<file path="src/rtl/p_run_controller_pkg.sv">
// Shared types and defaults for the processor run controller.
// The state enum, MISR defaults and counter width live here so the bench and RTL agree.
package p_run_pkg;

    typedef enum logic [2:0] {
        ST_IDLE,
        ST_RESET,
        ST_LOAD,
        ST_RUN,
        ST_DONE
    } run_state_t;

    localparam logic [31:0] P_POLY_DEFAULT = 32'h04C11DB7;
    localparam logic [31:0] P_SEED_DEFAULT = 32'h0000_0000;
    localparam int          CNT_W          = 32;

endpackage

</file>
<file path="src/rtl/p_run_controller_if.sv">
// Control, status and observation bundle between a run controller and whatever drives it.
// The master modport is the requester and observation source; the slave modport is the controller.
interface p_run_controller_if
    import p_run_pkg::*;
#(
    parameter int DATA_W = 32,
    parameter int NCH    = 2
);
    logic                  start;
    logic [CNT_W-1:0]      run_cycles;
    logic                  halt_req;
    logic [NCH*DATA_W-1:0] obs_data;
    logic [NCH-1:0]        obs_valid;
    logic                  core_reset;
    logic                  load_pc;
    logic                  busy;
    logic                  done;
    logic                  halted;
    logic [DATA_W-1:0]     signature;
    logic [CNT_W-1:0]      cycle_count;

    modport master (
        output start, run_cycles, halt_req, obs_data, obs_valid,
        input  core_reset, load_pc, busy, done, halted, signature, cycle_count
    );

    modport slave (
        input  start, run_cycles, halt_req, obs_data, obs_valid,
        output core_reset, load_pc, busy, done, halted, signature, cycle_count
    );

endinterface

</file>
<file path="src/rtl/p_run_controller_misr.sv">
// Combinational next-signature for a multi-channel MISR; zero latency, no flow control.
// Valid channels are folded in ascending order, each fold chained onto the previous one.
module p_misr #(
    parameter int                DATA_W = 32,
    parameter int                NCH    = 2,
    parameter logic [DATA_W-1:0] POLY   = '0
) (
    input  logic [DATA_W-1:0]     i_sig,
    input  logic [NCH*DATA_W-1:0] i_obs_data,
    input  logic [NCH-1:0]        i_obs_valid,
    output logic [DATA_W-1:0]     o_sig_nxt
);

    logic [DATA_W-1:0] w_sig;

    always_comb begin
        w_sig = i_sig;
        for (int c = 0; c < NCH; c++) begin
            if (i_obs_valid[c]) begin
                w_sig = {w_sig[DATA_W-2:0], 1'b0}
                      ^ (w_sig[DATA_W-1] ? POLY : '0)
                      ^ i_obs_data[c*DATA_W +: DATA_W];
            end
        end
    end

    assign o_sig_nxt = w_sig;

endmodule

</file>
<file path="src/rtl/p_run_controller.sv">
// Run controller: reset -> load_pc boot pulse -> budgeted/halted RUN with MISR compression -> DONE.
// Outputs are registered state decodes; start is only honoured in IDLE or DONE, never back-pressured.
module p_run_controller
    import p_run_pkg::*;
#(
    parameter int          DATA_W      = 32,
    parameter int          NCH         = 2,
    parameter int          RST_CYCLES  = 2,
    parameter int          BOOT_CYCLES = 1,
    parameter logic [31:0] POLY        = P_POLY_DEFAULT,
    parameter logic [31:0] SEED        = P_SEED_DEFAULT
) (
    input  logic               clk,
    input  logic               reset,
    p_run_controller_if.slave  bus
);

    localparam logic [CNT_W-1:0]  L_RST_LD  = CNT_W'(RST_CYCLES - 1);
    localparam logic [CNT_W-1:0]  L_BOOT_LD = CNT_W'(BOOT_CYCLES - 1);
    localparam logic [DATA_W-1:0] L_SEED    = DATA_W'(SEED);
    localparam logic [DATA_W-1:0] L_POLY    = DATA_W'(POLY);

    run_state_t        r_state;
    run_state_t        w_state_nxt;
    logic [CNT_W-1:0]  r_phase_cnt;
    logic [CNT_W-1:0]  r_budget;
    logic [CNT_W-1:0]  r_cycle_cnt;
    logic [CNT_W-1:0]  w_cnt_inc;
    logic [DATA_W-1:0] r_sig;
    logic [DATA_W-1:0] w_sig_nxt;
    logic              r_halted;
    logic              w_start_ok;
    logic              w_budget_end;
    logic              w_core_reset;
    logic              w_load_pc;
    logic              w_busy;
    logic              w_done;

    p_misr #(
        .DATA_W (DATA_W),
        .NCH    (NCH),
        .POLY   (L_POLY)
    ) u_misr (
        .i_sig       (r_sig),
        .i_obs_data  (bus.obs_data),
        .i_obs_valid (bus.obs_valid),
        .o_sig_nxt   (w_sig_nxt)
    );

    assign w_start_ok   = bus.start && ((r_state == ST_IDLE) || (r_state == ST_DONE));
    assign w_cnt_inc    = (r_cycle_cnt == '1) ? r_cycle_cnt : r_cycle_cnt + 1'b1;
    // A zero budget means run until halted; otherwise stop on the cycle that reaches it.
    assign w_budget_end = (r_budget != '0) && (w_cnt_inc >= r_budget);

    always_ff @(posedge clk or negedge reset) begin
        if (!reset) begin
            r_state <= ST_IDLE;
        end else begin
            r_state <= w_state_nxt;
        end
    end

    always_comb begin
        w_state_nxt  = r_state;
        w_core_reset = 1'b0;
        w_load_pc    = 1'b0;
        w_busy       = 1'b0;
        w_done       = 1'b0;
        case (r_state)
            ST_IDLE: begin
                w_core_reset = 1'b1;
                if (bus.start) w_state_nxt = ST_RESET;
            end
            ST_RESET: begin
                w_core_reset = 1'b1;
                w_busy       = 1'b1;
                if (r_phase_cnt == '0) w_state_nxt = ST_LOAD;
            end
            ST_LOAD: begin
                w_load_pc = 1'b1;
                w_busy    = 1'b1;
                if (r_phase_cnt == '0) w_state_nxt = ST_RUN;
            end
            ST_RUN: begin
                w_busy = 1'b1;
                if (bus.halt_req || w_budget_end) w_state_nxt = ST_DONE;
            end
            ST_DONE: begin
                w_done = 1'b1;
                if (bus.start) w_state_nxt = ST_RESET;
            end
            default: w_state_nxt = ST_IDLE;
        endcase
    end

    always_ff @(posedge clk or negedge reset) begin
        if (!reset) begin
            r_phase_cnt <= '0;
            r_budget    <= '0;
            r_cycle_cnt <= '0;
            r_sig       <= L_SEED;
            r_halted    <= 1'b0;
        end else if (w_start_ok) begin
            r_phase_cnt <= L_RST_LD;
            r_budget    <= bus.run_cycles;
            r_cycle_cnt <= '0;
            r_sig       <= L_SEED;
            r_halted    <= 1'b0;
        end else begin
            case (r_state)
                // One down-counter times both phases; RESET reloads it for LOAD on expiry.
                ST_RESET: r_phase_cnt <= (r_phase_cnt == '0) ? L_BOOT_LD : r_phase_cnt - 1'b1;
                ST_LOAD: begin
                    if (r_phase_cnt != '0) r_phase_cnt <= r_phase_cnt - 1'b1;
                end
                ST_RUN: begin
                    r_cycle_cnt <= w_cnt_inc;
                    r_sig       <= w_sig_nxt;
                    r_halted    <= bus.halt_req;
                end
                default: ;
            endcase
        end
    end

    assign bus.core_reset  = w_core_reset;
    assign bus.load_pc     = w_load_pc;
    assign bus.busy        = w_busy;
    assign bus.done        = w_done;
    assign bus.halted      = r_halted;
    assign bus.signature   = r_sig;
    assign bus.cycle_count = r_cycle_cnt;

endmodule

</file>
<file path="src/flat_wrapper.sv">
// flat-port wrapper written by rule: the top's interface ports become plain ports
module p_run_controller_flat import p_run_pkg::*;
#(
    parameter int          DATA_W      = 32,
    parameter int          NCH         = 2,
    parameter int          RST_CYCLES  = 2,
    parameter int          BOOT_CYCLES = 1,
    parameter logic [31:0] POLY        = P_POLY_DEFAULT,
    parameter logic [31:0] SEED        = P_SEED_DEFAULT
)
  (clk, reset, bus_start, bus_run_cycles, bus_halt_req, bus_obs_data, bus_obs_valid, bus_core_reset, bus_load_pc, bus_busy, bus_done, bus_halted, bus_signature, bus_cycle_count);
  p_run_controller_if #(.DATA_W(DATA_W), .NCH(NCH)) bus_i ();
  input  logic clk;
  input  logic reset;
  input wire logic [$bits(bus_i.start)-1:0] bus_start;
  input wire logic [$bits(bus_i.run_cycles)-1:0] bus_run_cycles;
  input wire logic [$bits(bus_i.halt_req)-1:0] bus_halt_req;
  input wire logic [$bits(bus_i.obs_data)-1:0] bus_obs_data;
  input wire logic [$bits(bus_i.obs_valid)-1:0] bus_obs_valid;
  output wire logic [$bits(bus_i.core_reset)-1:0] bus_core_reset;
  output wire logic [$bits(bus_i.load_pc)-1:0] bus_load_pc;
  output wire logic [$bits(bus_i.busy)-1:0] bus_busy;
  output wire logic [$bits(bus_i.done)-1:0] bus_done;
  output wire logic [$bits(bus_i.halted)-1:0] bus_halted;
  output wire logic [$bits(bus_i.signature)-1:0] bus_signature;
  output wire logic [$bits(bus_i.cycle_count)-1:0] bus_cycle_count;
  assign bus_i.start = bus_start;
  assign bus_i.run_cycles = bus_run_cycles;
  assign bus_i.halt_req = bus_halt_req;
  assign bus_i.obs_data = bus_obs_data;
  assign bus_i.obs_valid = bus_obs_valid;
  assign bus_core_reset = bus_i.core_reset;
  assign bus_load_pc = bus_i.load_pc;
  assign bus_busy = bus_i.busy;
  assign bus_done = bus_i.done;
  assign bus_halted = bus_i.halted;
  assign bus_signature = bus_i.signature;
  assign bus_cycle_count = bus_i.cycle_count;
  p_run_controller #(.DATA_W(DATA_W), .NCH(NCH), .RST_CYCLES(RST_CYCLES), .BOOT_CYCLES(BOOT_CYCLES), .POLY(POLY), .SEED(SEED)) u_core (.clk(clk), .reset(reset), .bus(bus_i));
endmodule
</file>
<file path="config.mk">
export PLATFORM = sky130hd
export DESIGN_NAME = p_run_controller_flat
export DESIGN_NICKNAME = d
export VERILOG_FILES = /design/src/rtl/p_run_controller_pkg.sv /design/src/rtl/p_run_controller_if.sv /design/src/rtl/p_run_controller_misr.sv /design/src/rtl/p_run_controller.sv /design/src/flat_wrapper.sv
export SDC_FILE = /design/constraint.sdc
export NUM_CORES = 1
export LEC_CHECK = 0
export CAP_MARGIN = 20
export CORE_ASPECT_RATIO = 1.5
export CORE_MARGIN = 4
export CORE_UTILIZATION = 48
export CTS_CLUSTER_DIAMETER = 40
export DETAILED_ROUTE_END_ITERATION = 7
export GPL_ROUTABILITY_DRIVEN = 0
export PLACE_DENSITY = 0.84
export SLEW_MARGIN = 30
export SYNTH_ARGS = -nofsm -noshare
export SYNTH_HDL_FRONTEND = slang
export SYNTH_SLANG_ARGS = --single-unit
</file>
<file path="constraint.sdc">
create_clock -name clk -period 3.6 [get_ports clk]
set_clock_uncertainty 0.2 [all_clocks]
set_input_delay 0.72 -clock clk [delete_from_list [all_inputs] [get_ports clk]]
set_output_delay 0.72 -clock clk [all_outputs]
set_load 0.01 [all_outputs]
</file>
==> results of run 1 <==
final timing paths:
kind,start,endpoint,cells after the start
setup / recovery,u_core.bus.cycle_count[17],u_core.r_state[1],13
hold / removal,reset,u_core.r_budget[19],1
setup reg to reg,u_core.bus.cycle_count[17],u_core.r_state[1],13
hold reg to reg,u_core.r_phase_cnt[25],u_core.r_phase_cnt[25],1
max in group asynchronous,reset,u_core.r_phase_cnt[21],2
min in group clk,u_core.r_phase_cnt[25],u_core.r_phase_cnt[25],1
worst max-delay path, cell delays in order (launching register included):
cell	delay [ns]
dfrtp_1	0.40
nand4_1	0.16
or3_4	0.47
o311a_4	0.35
buf_4	0.17
nand2_2	0.07
xnor2_1	0.08
ha_1	0.31
nand4_1	0.14
or4_4	0.55
nand2b_4	0.16
a31oi_4	0.20
a21oi_4	0.05
o21a_1	0.17
cell usage after synthesis, types with 10 or more instances:
library cell    n  area (um2)
a21oi_1        84         420
a22o_1         13         114
a31oi_1        19         119
buf_2          10        50.1
clkbuf_1       42         158
dfrtp_1       132        3300
ha_1           35         438
inv_1          41         154
mux2i_1        25         250
nand2_1       109         409
nand3_1        18        90.1
nand4_1        13        81.3
nor2_1         83         312
nor3_1         24         120
nor4_1         18         113
o211ai_1       10        75.1
o21ai_0       109         546
o31ai_1        11        82.6
xnor2_1        86         753
xor2_1         44         385
timing repair:
item,4_1_cts,5_1_grt
cloned,0,0
gates resized for setup,14,17
buffers inserted,7,8
setup endpoints to repair,3,3
pin swaps,11,14
cell type report:
| type | instances | area, um2 |
|---|---|---|
| clock buffers | 23 | 468 |
| clock inverters | 6 | 32.5 |
| fillers | 1388 | 5950 |
| inverters | 41 | 154 |
| multi-input cells | 807 | 5410 |
| flip-flops and latches | 132 | 3300 |
| well taps | 217 | 272 |
| repair buffers | 266 | 2430 |
where the power goes:
group | switching, W | internal [W]
clock | 0.000618 | 0.000897
sequential | 0.0000262 | 0.00152
combinational | 0.000259 | 0.000286
total | 0.000903 | 0.00270
through the flow:
stage / cells / hold slack (ns) / setup WS (ns) / instance area [um2] / total power (W)
5_1_grt: 1492 / 0.148 / -0.0888 / 12100 / 0.00375
3_5_place_dp: 1448 / 0.303 / -0.0530 / 11300 / 0.00210
2_1_floorplan: 1037 / 0.224 / 0.0166 / 8920 / 0.00185
3_3_place_gp: 1448 / 0.280 / 0.0437 / 11300 / 0.00208
4_1_cts: 1484 / 0.130 / -0.00950 / 11900 / 0.00362
6_report: 1492 / 0.117 / -0.00740 / 12100 / 0.00360
per-layer routing:
metal	vias to the layer above	global-route usage, %	wire length, um
met5	-	0	0
met4	0	15.6	1380
met3	89	6.54	1860
met2	381	48.0	14800
met1	4146	27.1	9950
li1	4143	-	-
kinds of logic (layout without fill, tap and decap cells):
| family | count (synthesis) | in the layout | synth area share [%] |
|---|---|---|---|
| simple gates | 320 | 320 | 17.3 |
| compound gates | 296 | 296 | 20.4 |
| xor+xnor | 130 | 130 | 12.9 |
| fa+ha+maj | 35 | 35 | 4.95 |
| buf+inv | 98 | 336 | 4.30 |
| flops | 132 | 132 | 37.3 |
| mux | 26 | 26 | 2.95 |
flip-flops by register name, summed over array words and instances, names as in the netlist:
| name | count |
|---|---|
| u_core.bus.signature | 32 |
| u_core.bus.cycle_count | 32 |
| u_core.r_budget | 32 |
| u_core.bus.halted | 1 |
| u_core.r_state | 3 |
| u_core.r_phase_cnt | 32 |
==> key figures, run 1 <==
Clock tree
  – Clk root buf: clkbuf_16
  – Hold Buf Count CTS: 0
  – CTS tree: built
  – Max Buffers Root-to-Sink: 2
  – CTS buffer count: 17
  – Clock sinks: 132
  – Worst-path clk slew: 0.05 ns
  – Max H-tree Level: 4
  – Worst-Skew Late Latency: 0.42 ns

Die
  – Starting Density: 49.1%
  – Height of the die: 174 um
  – CORE AREA: 18000 um2
  – FP Rows: 60
  – Die X: 119 um
  – # IOs: 171
  – Die area: 20700 um2

Routing
  – Detailed router's first-iteration violation count: 708
  – Drt first pass iters: 7
  – Final WL: 28000 um
  – Detail Route Antenna Nets: 0
  – Via count: 8759
  – Avg WL per Cell: 18.7 um
  – Via-to-Cell Ratio: 5.87
  – DRC Markers: 0

Timing
  – Setup violations, final: 1
  – Min Tclk post-route: 3.61 ns
  – Unrepaired setup endpoints after global routing: yes
  – Highest clock rate: 277 MHz
  – Slew @ Worst Pin: 0.642 ns
  – Setup WS post-layout: -0.00740 ns
  – Final slew viol count: 0
  – Slew HR: 57.1%
  – Setup TNS: -0.00740 ns
  – Period utilization: 100%
  – Final hold vios: 0

Setup path
  – CP endpoint kind: register
  – CP Max Fanout: 7
  – Reg-to-reg setup timing slack: -0.007 ns
  – Critical path class: register to register
  – WP data required: 3.71 ns
  – Startpoint types: register
  – Crit path arrival time: 3.72 ns

Power
  – Worst VDD drop: 0.298 mV
  – P per Cell Area: 299 nW/um2
  – Lkg Pwr: 4.94 nW

Worst hold path
  – Hold crit path type: input pin to asynchronous set/reset pin

Place
  – Post-DP HPWL: 20500 um
  – IO buf count: 170

Logic synthesis
  – Post-synthesis cell count: 1037
  – Cell area after synthesis: 8850 um2
  – Syn Area/Cell: 8.54 um2
  – Ys async rst share: 100%
  – Primary FF master, synth: dfrtp_1
  – Netlist cell types: 60
  – Number of synthesis warnings: 0
  – Post-synth EDFFs: 0
  – Number of synthesized register bits: 132
  – Net Count, Synth: 1174
  – Seq/Total Area, Yosys: 37.3%

Run status
  – Status: finished with violations
  – Failing checks: negative setup slack

Layout
  – Layout Utilization: 67.0%
  – Layout cells sized above 1: 14.4%
  – Leading cell type in the layout, fill and taps excluded: clkdlybuf4s50_1
  – Nets: 1402
  – Layout area overhead: 36.3%
  – Most frequent cells in the layout: 167 x clkdlybuf4s50_1, 131 x dfrtp_1, 109 x o21ai_0
  – ANT cells: 0

Global routing
  – Initial antenna violation count: 0
  – First-pass GRT wire length: 44200 um
  – Total GRT Usage: 26.4%
  – Gr ovfl total: 0
  – Pin count of the biggest net entering global routing: 67
  – Vias in the first global route: 9173

Run
  – MaxCap Viol Count: 0
(Power assumes the default switching activity.)
==> inputs of run 2 (changes only) <==
Settings changed: CTS_CLUSTER_SIZE set to 12.
==> results of run 2 <==
No change in the layout: final DEF, timing and power equal those of run 1.
